[src/rtl/controle_execucao.sv]
// RV32I single-cycle control: instruction decode plus a run/halt/step sequencer
// that owns commit permission (PC, register file, memory) and the harness counters.
module controle_execucao #(
  parameter int CNT_W       = 32,
  parameter int WDOG_CYCLES = 0
) (
  input  logic             clk,
  input  logic             reset_n,
  input  logic             start,
  input  logic             halt_req,
  input  logic             step_req,
  input  logic [6:0]       opcode,
  input  logic [2:0]       funct3,
  input  logic [6:0]       funct7,
  output logic             PCWrite,
  output logic             MemWrite,
  output logic             RegWrite,
  output logic             ALUSrc,
  output logic [1:0]       ResultSrc,
  output logic [3:0]       ALUControl,
  output logic [2:0]       state,
  output logic [1:0]       trap_cause,
  output logic             busy,
  output logic [CNT_W-1:0] cycles,
  output logic [CNT_W-1:0] instret
);

  localparam logic [2:0] S_IDLE = 3'd0;
  localparam logic [2:0] S_RUN  = 3'd1;
  localparam logic [2:0] S_HALT = 3'd2;
  localparam logic [2:0] S_DONE = 3'd3;
  localparam logic [2:0] S_TRAP = 3'd4;

  localparam logic [CNT_W-1:0] WDOG_LIM = CNT_W'(WDOG_CYCLES);
  localparam logic [CNT_W-1:0] CNT_MAX  = {CNT_W{1'b1}};

  logic legal, is_ebreak, dec_reg_w, dec_mem_w;
  logic step_q, step_edge, wdog_exp, exec;

  always_comb begin
    legal      = 1'b0;
    is_ebreak  = 1'b0;
    dec_reg_w  = 1'b0;
    dec_mem_w  = 1'b0;
    ALUSrc     = 1'b0;
    ResultSrc  = 2'b00;
    ALUControl = 4'b0000;
    case (opcode)
      7'b0110011: if (funct3 == 3'b000) begin
        if (funct7 == 7'b0000000) begin
          legal = 1'b1; dec_reg_w = 1'b1;
        end else if (funct7 == 7'b0100000) begin
          legal = 1'b1; dec_reg_w = 1'b1; ALUControl = 4'b0001;
        end
      end
      7'b0010011: if (funct3 == 3'b000) begin
        legal = 1'b1; dec_reg_w = 1'b1; ALUSrc = 1'b1;
      end
      7'b0000011: if (funct3 == 3'b010) begin
        legal = 1'b1; dec_reg_w = 1'b1; ALUSrc = 1'b1; ResultSrc = 2'b01;
      end
      7'b0100011: if (funct3 == 3'b010) begin
        legal = 1'b1; dec_mem_w = 1'b1; ALUSrc = 1'b1;
      end
      7'b1110011: if (funct3 == 3'b000 && funct7 == 7'b0000000) begin
        legal = 1'b1; is_ebreak = 1'b1;
      end
      default: ;
    endcase
  end

  assign step_edge = step_req & ~step_q;
  assign wdog_exp  = (WDOG_CYCLES != 0) && (cycles == WDOG_LIM);
  assign busy      = (state == S_RUN);

  // Commit only for real work; ebreak/illegal never touch architectural state.
  assign exec = legal & ~is_ebreak &
                (((state == S_RUN) & ~halt_req & ~wdog_exp) |
                 ((state == S_HALT) & step_edge));

  assign PCWrite  = exec;
  assign RegWrite = exec & dec_reg_w;
  assign MemWrite = exec & dec_mem_w;

  always_ff @(posedge clk or negedge reset_n) begin
    if (!reset_n) begin
      state      <= S_IDLE;
      trap_cause <= 2'd0;
      cycles     <= '0;
      instret    <= '0;
      step_q     <= 1'b0;
    end else begin
      step_q <= step_req;
      // The expiry cycle is not counted so cycles freezes at the limit.
      if (state == S_RUN && !wdog_exp && cycles != CNT_MAX)
        cycles <= cycles + 1'b1;
      if (exec && instret != CNT_MAX)
        instret <= instret + 1'b1;
      case (state)
        S_IDLE: if (start) state <= S_RUN;
        S_RUN: begin
          if (wdog_exp) begin
            state <= S_TRAP; trap_cause <= 2'd2;
          end else if (!legal) begin
            state <= S_TRAP; trap_cause <= 2'd1;
          end else if (is_ebreak) begin
            state <= S_DONE;
          end else if (halt_req) begin
            state <= S_HALT;
          end
        end
        S_HALT: begin
          if (start) begin
            state <= S_RUN;
          end else if (step_edge) begin
            if (!legal) begin
              state <= S_TRAP; trap_cause <= 2'd1;
            end else if (is_ebreak) begin
              state <= S_DONE;
            end
          end
        end
        default: ;
      endcase
    end
  end

endmodule

[config.mk]
export PLATFORM = sky130hd
export DESIGN_NAME = controle_execucao
export DESIGN_NICKNAME = d
export VERILOG_FILES = /design/src/rtl/controle_execucao.sv
export SDC_FILE = /design/constraint.sdc
export NUM_CORES = 1
export LEC_CHECK = 0
export ABC_AREA = 0
export BUFFER_PORTS_ARGS = -buffer_cell sky130_fd_sc_hd__buf_2
export CAP_MARGIN = 20
export CORE_MARGIN = 5
export CORE_UTILIZATION = 50
export DETAILED_ROUTE_END_ITERATION = 8
export GPL_TIMING_DRIVEN = 1
export PLACE_DENSITY = 0.85
export SYNTH_ARGS = -nofsm -noshare
export SYNTH_HDL_FRONTEND = slang
export SYNTH_SLANG_ARGS = --single-unit
[constraint.sdc]
create_clock -name clk -period 2.8 [get_ports clk]
set_clock_uncertainty 0.05 [all_clocks]
set_input_delay 0 -clock clk [delete_from_list [all_inputs] [get_ports clk]]
set_output_delay 0 -clock clk [all_outputs]
set_load 0.005 [all_outputs]
After elaboration in Yosys (flattened, before gate mapping)
Index checks and enable logic that the tools add are counted.
Storage, ports and cells
  register bits after elaboration: 70
  input port bits: 22
  output and inout bits: 80
  logic and storage cells: 76
Operators by class
  $add $sub $neg: 2
  eq/ne operators: 17
  multiplexer cells: 30
  bitwise logic cells: 11
  reductions and logical operators: 11
Operators with widths (count)
  $add 32x1->32 const B: 2
  $ne 32x32->1 const B: 2
  $mux 3: 8
  $eq 7x6->1 const B: 3
  $mux 1: 12
  $pmux 3 s3: 1
  $mux 2: 4
  $and 1x1->1: 7
  $eq 7x2->1 const B: 1
  $eq 7x5->1 const B: 1
  $eq 7x7->1 const B: 1
  $logic_not 7->1: 1
  $eq 3x2->1 const B: 2
  $logic_not 3->1: 2
  $ne 2x2->1 const B: 3
  $reduce_and 5->1: 1
  $mux 4: 1
  $ne 4x3->1 const B: 1
  $ne 4x4->1 const B: 1
  $pmux 1 s4: 1
  $pmux 2 s2: 1
  $eq 3x1->1 const B: 1
  $logic_and 1x1->1: 3
  $ne 3x3->1 const B: 1
  8 further kinds: 10

Longest topological paths before layout
Gate-level depths: netlist of the first run.
  depth after elaboration: 9
  mapped depth: 7
  mapped depth without buffers: 6

Least setup slack after synthesis of the first run
OpenSTA, ideal clock, no wires.
  path kind: flip-flop to flip-flop
  from: reg instret[0]
  to: reg instret[11]
  arrival time: 1.769 ns
  required time: 2.626 ns
  slack: 0.857 ns
  stages on the path, launching flop included: 8
  period minus slack after synthesis: 1.943 ns
  path through: dfrtp_1 -> ha_1 -> and3_1 -> and3_1 -> nand4_1 -> clkbuf_1 -> nand4b_1 -> xnor2_1
Between the ends
  longest elaborated chain between the ends: 2
Ends and longest elaborated chain
  start, declared: line 25  | output logic [CNT_W-1:0] instret
  start signal, assigned: line 98  | instret <= instret + 1'b1;
  branches (longest 2 deep; another with $add 32x1->32)
Several ways; the timed one is not identified.
A chain may end at the register's enable or synchronous reset.

Worst setup path after layout of the first run
  from: reg state[0]
  to: reg cycles[27]
Between the ends
  longest elaborated chain between the ends: 2
Ends and longest elaborated chain
  start, declared: line 21  | output logic [2:0] state,
  start signal, assigned: line 87  | state <= S_IDLE;
  start signal, assigned: line 100  | S_IDLE: if (start) state <= S_RUN;
  start signal, assigned: line 103  | state <= S_TRAP; trap_cause <= 2'd2;
  $eq 3x1->1: line 95  | if (state == S_RUN && !wdog_exp && cycles != CNT_MAX)
  $logic_and 1x1->1: line 95
  end signal, assigned: line 96  | cycles <= cycles + 1'b1;
  end, declared: line 24  | output logic [CNT_W-1:0] cycles,
Every way passes these cells.

==> results by group, run 1 <==
Power and ir drop
  • Leakage: 2.12 nW
  • Pwr/cell area: 499 mW/mm2
  • Maximum VDD drop: 0.388 mV

Synthesis
  • Synth area leader: dfrtp_1
  • Ys Warns: 0
  • Primary FF master, synth: dfrtp_1
  • Synth Area per Inst: 10.3 um2
  • Yosys top cell area share: 47.3%
  • Post-synth EDFFs: 0
  • Post-synthesis cell count: 354
  • Post-synth ARST share: 100%
  • Distinct cells, synth: 46
  • Main area contributors after synthesis: dfrtp_1, xnor2_1, nand4_1, nand3_1, and3_1
  • Seq/Total Area, Yosys: 47.3%
  • Synthesized cell area: 0.00365 mm2
  • Flops & latches, synth: 69

Layout
  • NumNets Final: 483
  • Area of the multi-input gates: 0.00185 mm2
  • Commonest non-fill, non-tap cell in the layout: buf_2
  • Ant diodes: 0
  • Sequential Area: 0.00173 mm2
  • Layout fillers: 617
  • Post-route cell area: 0.00446 mm2
  • Area added between synthesis and finish: 22.1%
  • Ratio of cells with drive above 1 in the final layout: 28.6%
  • Most frequent cells in the layout: buf_2, dfrtp_1, xnor2_1

Critical path
  • FF-to-FF Start: state[0]
  • Critical path peak fanout: 9
  • Max incr delay on CP: 470 ps
  • Critical R2R Capture: cycles[27]
  • Critical Path Slowest Stage Cell: dfrtp_1
  • Worst setup SP type: register
  • Reg2Reg Depth: 5
  • R2R Setup Slk: 580 ps
  • Arrival time at the worst endpoint: between 2000 and 2500 ps
  • CP Cell Sequence: nor3b_2, nand4_1, a2111oi_4, nand4_1, xnor2_1
  • Kind of critical path: register to register
  • CP Data Required Time: 2980 ps
  • Crit path top cell by count: nand4_1
  • CP Buf/Inv Count: 0
  • Crit end category: register
  • Top delay family on crit path: simple AND/OR/NAND/NOR gates

STA
  • Final setup vio count: 0
  • Tmin final: approximately 2200 ps
  • RSZ-0062 raised after global routing: no
  • Achievable clock frequency: 451 MHz
  • Period Utilization, post-route: between 70% and 80%
  • Slew headroom: 41.8%
  • Fin Setup TNS: 0 ps
  • Final hold violations: 0
  • Worst-Margin Slew: about 870 ps
  • Max Transition Viols Final: 0

Route
  • Pre-antenna DRT Iters: 4
  • Avg WL per Cell: 15.6 um
  • DR vias: 3172
  • Via-per-instance ratio: 5.65
  • Post-DRT Antenna Nets: 0
  • Post-route DRC: 0
  • DRT iter0 DRCs: 134
  • Drt total wl: just under 9000 um

GRT
  • Pin count of the biggest net entering global routing: 70
  • First-pass GRT wire length: 14500 um
  • Grt total ovfl: 0
  • Vias in the first global route: 3108
  • Antenna violations before repair: 0
  • Overall routing resource usage: between 20% and 30%

Clock network
  • # Post-CTS Setup Buffers: 0
  • Post_cts resized: 0
  • CTS sink count: 69
  • Worst-Skew Late Latency: 340 ps
  • CTS tree: built
  • CTS root buf: clkbuf_8
  • CTS Hold Bufs: 2
  • Reg clk slew, reported paths: 70 ps
  • CTS Buffer Depth: 2
  • H-tree Lvls: 3
  • Num CTS Buffers: 9

Floorplan
  • Core area: around 0.007 mm2
  • Initial Util: just over 50%
  • Die area: 0.00911 mm2
  • Ports: 102
  • Chip height: ~95 um
  • Row Count: 31
  • Die Wd: 95.5 um

Job
  • Max_cap viols: 0

Place
  • Dpl hpwl: about 6500 um
  • # port buffers: 96
  • Placer Congestion: 0.927
  • Placed cell area: approximately 0.0042 mm2

Hold path
  • Min-Delay Startpoint: start
  • Hold Crit Depth: 4
  • Worst hold-check path type: input port to register
  • End of the worst hold path: state[0]

Run status
  • Status: finished, final reports clean
## metrics by stage
step	std cells	setup WS (ps)	total power [mW]	hold slack, ps	util, %
after CTS	560	229	2.25	45.3	62.0
after global routing	561	414	2.34	104	62.1
after detailed placement	544	582	1.45	85.4	59.1
after floorplan	358	857	1.31	-346	-
after global placement	544	704	1.43	85.6	59.1
final	561	584	2.23	56.6	62.1
## logic make-up (layout without fill, tap and decap cells)
group / Yosys count / count (layout) / synth area share (%)
other: 1 / 5 / 0.103
AO/OA/AOI/OAI: 16 / 16 / 4.15
multiplexers: 3 / 3 / 0.891
XOR/XNOR: 61 / 61 / 14.6
AND/OR/NAND/NOR: 185 / 185 / 29.8
flip-flops: 69 / 69 / 47.3
adder cells (fa/ha/maj): 2 / 2 / 0.685
buffers and inverters: 17 / 121 / 2.50
## state kept, by name, summed over array words and instances, names as in the netlist
name and flops:
state 3, trap_cause 1, instret 32, step_q 1
cycles 32
## power breakdown
part	internal, mW	total, mW	switching [mW]
clock network	0.424	0.792	0.368
registers	1.05	1.12	0.0712
logic	0.143	0.310	0.167
total	1.62	2.23	0.606
## Yosys cell counts, types with 2 or more instances
library cell,count
nor4_1,6
nor2b_1,3
and2_1,8
buf_2,4
o21ai_0,3
and3b_1,2
and3_1,16
nand3_1,31
nor3_1,12
nor3b_1,5
ha_1,2
a21oi_1,3
inv_1,3
mux2_2,2
or2_2,2
nor4b_1,3
a2111oi_4,2
buf_4,6
o21bai_1,3
nand4_1,34
xnor2_1,52
and4_1,10
nor3_2,2
nand2_1,19
dfrtp_1,69
nor2_1,22
clkbuf_1,3
xor2_1,9
## area by class of cell
type	instances	share of cell area, %
multi-input cells	272	41.5
flip-flops and latches	69	38.7
repair buffers	104	12.5
clock buffers	10	3.09
well taps	99	2.78
clock inverters	4	1.12
inverters	3	0.253
## how the worst max path moves through the flow
stage,startpoint,to,slack [ps],cells past startpoint
finish,state[0],cycles[27],580,5
floorplan,instret[0],instret[11],860,7
detailed placement,state[0],instret[11],580,6
CTS,state[0],MemWrite,230,5
global route,state[0],MemWrite,410,5
global placement,state[0],instret[11],700,6
## worst reg2reg max path: stages, from the launching register on
cell	delay [ps]
dfrtp_1	470
nor3b_2	410
nand4_1	420
a2111oi_4	440
nand4_1	170
xnor2_1	150
## routing by layer
| metal | global-route usage (%) | wire (um) |
|---|---|---|
| met1 | 25.2 | 3730 |
| met2 | 33.4 | 4210 |
| met3 | 4.89 | 600 |
| met4 | 8.53 | 212 |
| met5 | 0 | 0 |
(Power assumes the default switching activity.)
==> run 2, diff against run 1 <==
--- a/config.mk
+++ b/config.mk
@@ -5,14 +5,14 @@
 export SDC_FILE = /design/constraint.sdc
 export NUM_CORES = 1
 export LEC_CHECK = 0
-export ABC_AREA = 0
+export ABC_AREA = 1
 export BUFFER_PORTS_ARGS = -buffer_cell sky130_fd_sc_hd__buf_2
 export CAP_MARGIN = 20
 export CORE_MARGIN = 5
 export CORE_UTILIZATION = 50
 export DETAILED_ROUTE_END_ITERATION = 8
 export GPL_TIMING_DRIVEN = 1
-export PLACE_DENSITY = 0.85
+export PLACE_DENSITY = 0.82
 export SYNTH_ARGS = -nofsm -noshare
 export SYNTH_HDL_FRONTEND = slang
 export SYNTH_SLANG_ARGS = --single-unit
==> constraint.sdc (replaced) <==
create_clock -name clk -period 2.2 [get_ports clk]
set_clock_uncertainty 0.05 [all_clocks]
set_input_delay 0 -clock clk [delete_from_list [all_inputs] [get_ports clk]]
set_output_delay 0 -clock clk [all_outputs]
set_load 0.005 [all_outputs]
==> run 2 against run 1 <==
Effect of this change:
- worst setup slack worse by 390 ps
- register-to-register slack got worse by 390 ps
- total power increased by 18%
- via count rose by 56%
- area after synthesis is 33% higher
- design area increased by 30%
- critical endpoint is now MemWrite
- clock-buffer cell count is the same
- sequential share of layout area decreased by 8.9 points
- non-clock buffer count grew 3
- utilization decreased by 2.0 points
- largest cell class unchanged
==> results by group, run 2 <==
Run status
  • Status: finished, final reports clean

Synthesis
  • Post-synth ARST share: between 90% and 100%
  • Yosys top cell area share: 35.4%
  • Mux contribution to synthesized area: 0%
  • Main area contributors after synthesis: dfrtp_1, nand2_1, nor2_1, inv_1, xor2_1
  • Post-synthesis cell count: ~730
  • Top-count cell post-synth: nand2_1
  • Post-synth EDFFs: 0
  • Distinct cells, synth: 36
  • Largest family of logic cells by synthesized area: simple AND/OR/NAND/NOR gates
  • Ys Warns: 0
  • Synth area leader: dfrtp_1
  • Synth Area in Compound Gates: 2.54%
  • Flops & latches, synth: 69
  • Synth top cells by count: nand2_1, nor2_1, inv_1
  • Synth Area per Inst: 6.65 um2
  • XOR/XNOR share of the synthesized area: around 6.7%
  • Post-synthesis adder-cell area fraction: 0.514%
  • Seq/Total Area, Yosys: 35.4%
  • Post-Synth Simple-Gate Area: 45.9%
  • Primary FF master, synth: dfrtp_1
  • Synthesized cell area: a little under 0.005 mm2

STA
  • Slew headroom: 51.9%
  • Period Utilization, post-route: approximately 91%
  • Worst-Margin Slew: roughly 720 ps
  • Final hold violations: 0
  • Max Transition Viols Final: 0
  • Final setup vio count: 0
  • Tmin final: between 2000 and 2500 ps
  • Fin Setup TNS: 0 ps
  • Achievable clock frequency: 500 MHz
  • RSZ-0062 raised after global routing: no

Critical path
  • Critical path depth in cells: 10
  • CP Cell Sequence: inv_1, nand3_4, or2_1, o21ai_2, inv_1, nor2_4, buf_12, inv_1, nor3_2, buf_2
  • R2R Setup Slk: 200 ps
  • Critical Path Slowest Stage Cell: dfrtp_1
  • FF-to-FF Start: cycles[0]
  • Worst setup SP type: register
  • CP Data Required Time: 2150 ps
  • Max incr delay on CP: 420 ps
  • Kind of critical path: register to output port
  • Critical R2R Capture: cycles[5]
  • Top delay family on crit path: buffers and inverters
  • CP Buf/Inv Count: 5
  • Reg2Reg Depth: 10
  • Critical path peak fanout: 16
  • Crit path top cell by count: inv_1
  • Crit end category: output port
  • Arrival time at the worst endpoint: 1950 ps

Place
  • Placer Congestion: 0.950
  • # port buffers: 96
  • Dpl hpwl: 9780 um

Route
  • Post-route DRC: 0
  • Via-per-instance ratio: between 5 and 6
  • DR vias: 4941
  • Drt total wl: 12800 um
  • Pre-antenna DRT Iters: 5
  • Post-DRT Antenna Nets: 0
  • DRT iter0 DRCs: 248
  • Avg WL per Cell: around 13 um

Clock network
  • CTS sink count: between 60 and 70
  • Num CTS Buffers: 9
  • Reg clk slew, reported paths: 70 ps
  • Worst-Skew Late Latency: 340 ps
  • CTS Buffer Depth: 2
  • CTS root buf: clkbuf_8
  • H-tree Lvls: 3
  • CTS tree: built

Floorplan
  • Chip height: approximately 110 um
  • Row Count: 36
  • Core area: 0.00964 mm2
  • Initial Util: 50.5%
  • Ports: 102
  • Die Wd: 109 um
  • Die area: 0.0118 mm2

GRT
  • First-pass GRT wire length: between 20000 and 25000 um
  • Antenna violations before repair: 0
  • Pin count of the biggest net entering global routing: 43
  • Overall routing resource usage: 22.2%
  • Grt total ovfl: 0
  • Vias in the first global route: 4618

Power and ir drop
  • Leakage: ~3 nW
  • Pwr/cell area: 453 mW/mm2
  • Maximum VDD drop: 0.349 mV

Layout
  • Final Util: 60.2%
  • Ratio of cells with drive above 1 in the final layout: between 10% and 20%
  • Ant diodes: 0
  • Commonest non-fill, non-tap cell in the layout: nand2_1
  • Area added between synthesis and finish: 19.0%
  • Largest regs: cycles x32, instret x32, state x3
  • NumNets Final: about 860
  • Most frequent cells in the layout: nand2_1, nor2_1, buf_2

Hold path
  • Worst hold-check path type: input port to register
  • Hold Crit Depth: 4
  • Min-Delay Startpoint: start
  • End of the worst hold path: state[1]

Job
  • Max_cap viols: 0
run 2: what timing repair did:
item	in CTS	in global routing
hold buffers	2	0
setup endpoints to repair	0	2
resized for setup	0	4
endpoints found under the hold margin	28	0
setup buffers	0	1
run 2: area by class of cell:
type                       instances  area [um2]
clock buffer                      10         138
inverter                          78         293
multi-input combinational        570        2740
tap                              133         166
clock inverter                     6         109
sequential                        69        1730
timing repair buffer             107         623
fill                             910        3840
run 2: worst register-to-register path: cells and delay by family, from the launching register on:
kind,cells,cell delay [ps]
compound gates,2,230
fa+ha+maj,1,190
buf+inv,2,250
flops,1,420
simple gates,5,750
run 2: worst max-delay path by stage:
stage,from,endpoint
global route,cycles[0],cycles[5]
detailed placement,cycles[0],cycles[5]
floorplan,instret[0],instret[14]
finish,state[1],MemWrite
global placement,cycles[0],cycles[5]
CTS,state[1],MemWrite
run 2: cell families after synthesis:
group           count (synthesis)
other cells                     1
compound gates                 21
xor+xnor                       37
simple gates                  505
flops                          69
buf+inv                        98
fa+ha+maj                       2
run 2: where the power goes:
| group | internal, mW | total, mW | switching (mW) |
|---|---|---|---|
| Sequential | 1.27 | 1.27 | 0.000200 |
| Clock | 0.784 | 1.28 | 0.495 |
| Combinational | 0.0259 | 0.0778 | 0.0519 |
run 2: routing by layer:
| layer | wire (um) | vias to the layer above | global-route usage [%] |
|---|---|---|---|
| met5 | 0 | - | 0 |
| met4 | 219 | 0 | 6.49 |
| met3 | 815 | 19 | 4.91 |
| met2 | 6060 | 171 | 36.7 |
| met1 | 5700 | 2247 | 29.3 |
| li1 | - | 2504 | - |
run 2: per-stage QoR:
stage	hold slack (ps)	power, mW	cell area [um2]	cells	setup WS, ps
2_1_floorplan	-346	1.32	4890	737	444
3_3_place_gp	30.5	1.37	5480	953	290
3_5_place_dp	44.4	1.37	5480	953	232
4_1_cts	52.7	2.66	5750	971	47.9
5_1_grt	83.1	2.73	5800	973	6.61
6_report	88.2	2.63	5800	973	198
==> run 3, diff against run 2 <==
--- a/config.mk
+++ b/config.mk
@@ -8,11 +8,14 @@
 export ABC_AREA = 1
 export BUFFER_PORTS_ARGS = -buffer_cell sky130_fd_sc_hd__buf_2
 export CAP_MARGIN = 20
+export CELL_PAD_IN_SITES_DETAIL_PLACEMENT = 1
+export CELL_PAD_IN_SITES_GLOBAL_PLACEMENT = 1
 export CORE_MARGIN = 5
-export CORE_UTILIZATION = 50
+export CORE_UTILIZATION = 36
+export CTS_BUF_LIST = sky130_fd_sc_hd__clkbuf_4 sky130_fd_sc_hd__clkbuf_8
 export DETAILED_ROUTE_END_ITERATION = 8
 export GPL_TIMING_DRIVEN = 1
-export PLACE_DENSITY = 0.82
+export PLACE_DENSITY = 0.87
 export SYNTH_ARGS = -nofsm -noshare
 export SYNTH_HDL_FRONTEND = slang
 export SYNTH_SLANG_ARGS = --single-unit
==> constraint.sdc (replaced) <==
create_clock -name clk -period 1.62 [get_ports clk]
set_clock_uncertainty 0.05 [all_clocks]
set_input_delay 0 -clock clk [delete_from_list [all_inputs] [get_ports clk]]
set_output_delay 0 -clock clk [all_outputs]
set_load 0.005 [all_outputs]
==> run 3 against run 2 <==
Effect of this change:
- the run now ends with negative setup slack left
- design area grew 43%
- routed wire length grew to 2.5 times the previous value
- sequential power rose by 35%
- sequential share of layout area is 8.7 points lower
- clock-buffer cell count is 1 lower
- utilization grew 2.3 points
- critical endpoint is now instret[6]
- largest cell class unchanged
- highest routed layer unchanged
==> results by group, run 3 (synthesized netlist as in run 2, its figures left out) <==
Power and ir drop
  • Sequential share of power: 47.3%
  • Comb power frac: 3.2%
  • Design Power: 3.64 mW
  • Leakage: 4.23 nW
  • Pwr/cell area: between 400 and 500 mW/mm2
  • Maximum VDD drop: about 0.33 mV
  • Clock group share of total power: around 50%
  • Psw: about 1 mW
  • Sw frac: 27.7%
  • Internal power: 2.63 mW

Route
  • Post-DRT Antenna Nets: 0
  • Met3 routed WL: approximately 2800 um
  • DR WL met2: 15000 um
  • DR vias: around 7200
  • Avg WL per Cell: about 27 um
  • Pre-antenna DRT Iters: 5
  • Via-per-instance ratio: 6.02
  • DRT iter0 DRCs: 817
  • Top routing layer used: met4
  • Post-route DRC: 0
  • Met1 WL: 11900 um
  • Drt total wl: 32400 um

Clock network
  • Num CTS Buffers: 9
  • CTS root buf: clkbuf_8
  • CTS Buffer Depth: 2
  • Worst-Skew Late Latency: 420 ps
  • H-tree Lvls: 3
  • Reg clk slew, reported paths: 120 ps
  • CTS tree: built
  • CTS sink count: between 60 and 70

Layout
  • Commonest non-fill, non-tap cell in the layout: nand2_1
  • Area added between synthesis and finish: 69.8%
  • Most frequent cells in the layout: nand2_1, buf_4, buf_2
  • Final Util: between 60 and 70%
  • Layout fillers: 1646
  • Ratio of cells with drive above 1 in the final layout: 47.7%
  • Ant diodes: 0
  • Largest regs: cycles x32, instret x32, state x3
  • NumNets Final: 1034

Critical path
  • Worst setup SP type: register
  • Critical path depth in cells: 8
  • CP Data Required Time: about 1900 ps
  • Critical Path Slowest Stage Cell: nor3_2
  • Kind of critical path: register to register
  • Top delay family on crit path: simple AND/OR/NAND/NOR gates
  • CP Buf/Inv Count: 2
  • Critical path peak fanout: 7
  • Crit path top cell by count: nand2_1
  • Reg2Reg Depth: 8
  • Max incr delay on CP: just under 600 ps
  • CP Cell Sequence: nand2_1, nor3_2, nand4_4, buf_12, buf_16, nand3_1, nand2_1, nand2_1
  • Crit end category: register
  • Arrival time at the worst endpoint: 2590 ps

Place
  • # port buffers: 96
  • Placer Congestion: 0.857
  • Dpl hpwl: 14200 um

Hold path
  • Worst hold-check path type: input port to register
  • Hold Crit Depth: 4

Floorplan
  • Initial Util: 36.8%
  • Core area: 0.0132 mm2
  • Ports: 102
  • Die Wd: 126 um
  • Row Count: 42
  • Die area: 0.0160 mm2
  • Chip height: 126 um

GRT
  • First-pass GRT wire length: 39900 um
  • Antenna violations before repair: 0
  • Vias in the first global route: 7144
  • Overall routing resource usage: 31.8%
  • Grt total ovfl: 0
  • Pin count of the biggest net entering global routing: 43

Job
  • Max_cap viols: 0

STA
  • RSZ-0062 raised after global routing: yes
  • Achievable clock frequency: about 440 MHz
  • Final worst-path setup slack: -677 ps
  • Tmin final: 2300 ps
  • Worst-Margin Slew: 646 ps
  • Slew headroom: 56.7%
  • Period Utilization, post-route: 142%
  • Final setup vio count: 67
  • Final hold violations: 0
  • Max Transition Viols Final: 0

Run status
  • Failing checks: negative setup slack
  • Status: finished with violations
run 3: cell types whose count changed in the layout (fill, tap and decap cells not counted), sizes merged:
cell,previous run,this run
buf,104,274
bufinv,3,2
clkinv,2,1
clkinvlp,0,3
inv,79,82
nand4,35,36
run 3: cell type report:
cell class,count,area (um2),share of cell area [%]
Sequential cell,69,1740,21.1
Multi-Input combinational cell,571,3530,42.6
Tap cell,176,220,2.66
Clock buffer,9,124,1.50
Inverter,78,320,3.87
Timing Repair inverter,3,51.3,0.620
Clock inverter,7,97.6,1.18
Timing Repair Buffer,278,2190,26.5
run 3: per-stage QoR:
stage               instances  cell area (um2)  setup slack (ps)  setup TNS [ps]  hold slack [ps]
finish                   1191             8270              -677          -28440             18.7
global route             1191             8270              -584          -28550             48.1
CTS                      1159             7460              -187           -6710             25.3
detailed placement       1103             6410              -202           -6380            -95.6
global placement         1103             6410              -139           -2410            -95.7
floorplan                 737             4930             -84.1            -834             -346
run 3: final timing paths:
kind	start	slack (ps)	endpoint
setup / recovery	instret[26]	-680	instret[6]
hold / removal	start	20	trap_cause[0]
setup reg to reg	instret[26]	-680	instret[6]
hold reg to reg	trap_cause[0]	450	trap_cause[0]
max in group asynchronous	reset_n	870	cycles[22]
min in group asynchronous	reset_n	40	instret[6]
run 3: repair_timing:
| action | 4_1_cts | 5_1_grt |
|---|---|---|
| endpoints found under the hold margin | 70 | 0 |
| pin swaps | 23 | 53 |
| buffers inserted | 29 | 35 |
| gates cloned | 10 | 2 |
| gates resized for setup | 115 | 152 |
| hold buffers | 2 | 0 |
| setup endpoints to repair | 66 | 68 |
run 3: layer usage:
metal / vias up / track usage (%)
met2: 547 / 54.1
met3: 236 / 6.60
met1: 3532 / 36.9
li1: 2859 / -
met5: - / 0
met4: 0 / 19.1
run 3: worst reg2reg max path, delay by kind of cell, from the launching register on:
| family | cells | cell delay, ps |
|---|---|---|
| buf+inv | 2 | 360 |
| flops | 1 | 480 |
| simple gates | 6 | 1350 |
run 3: power groups by stage:
stage	sequential [mW]	combinational [mW]	clock, mW
2_1_floorplan	1.76	0.0361	0
3_3_place_gp	1.76	0.108	0
3_5_place_dp	1.76	0.110	0
4_1_cts	1.72	0.114	1.66
5_1_grt	1.72	0.131	1.88
6_report	1.72	0.117	1.80
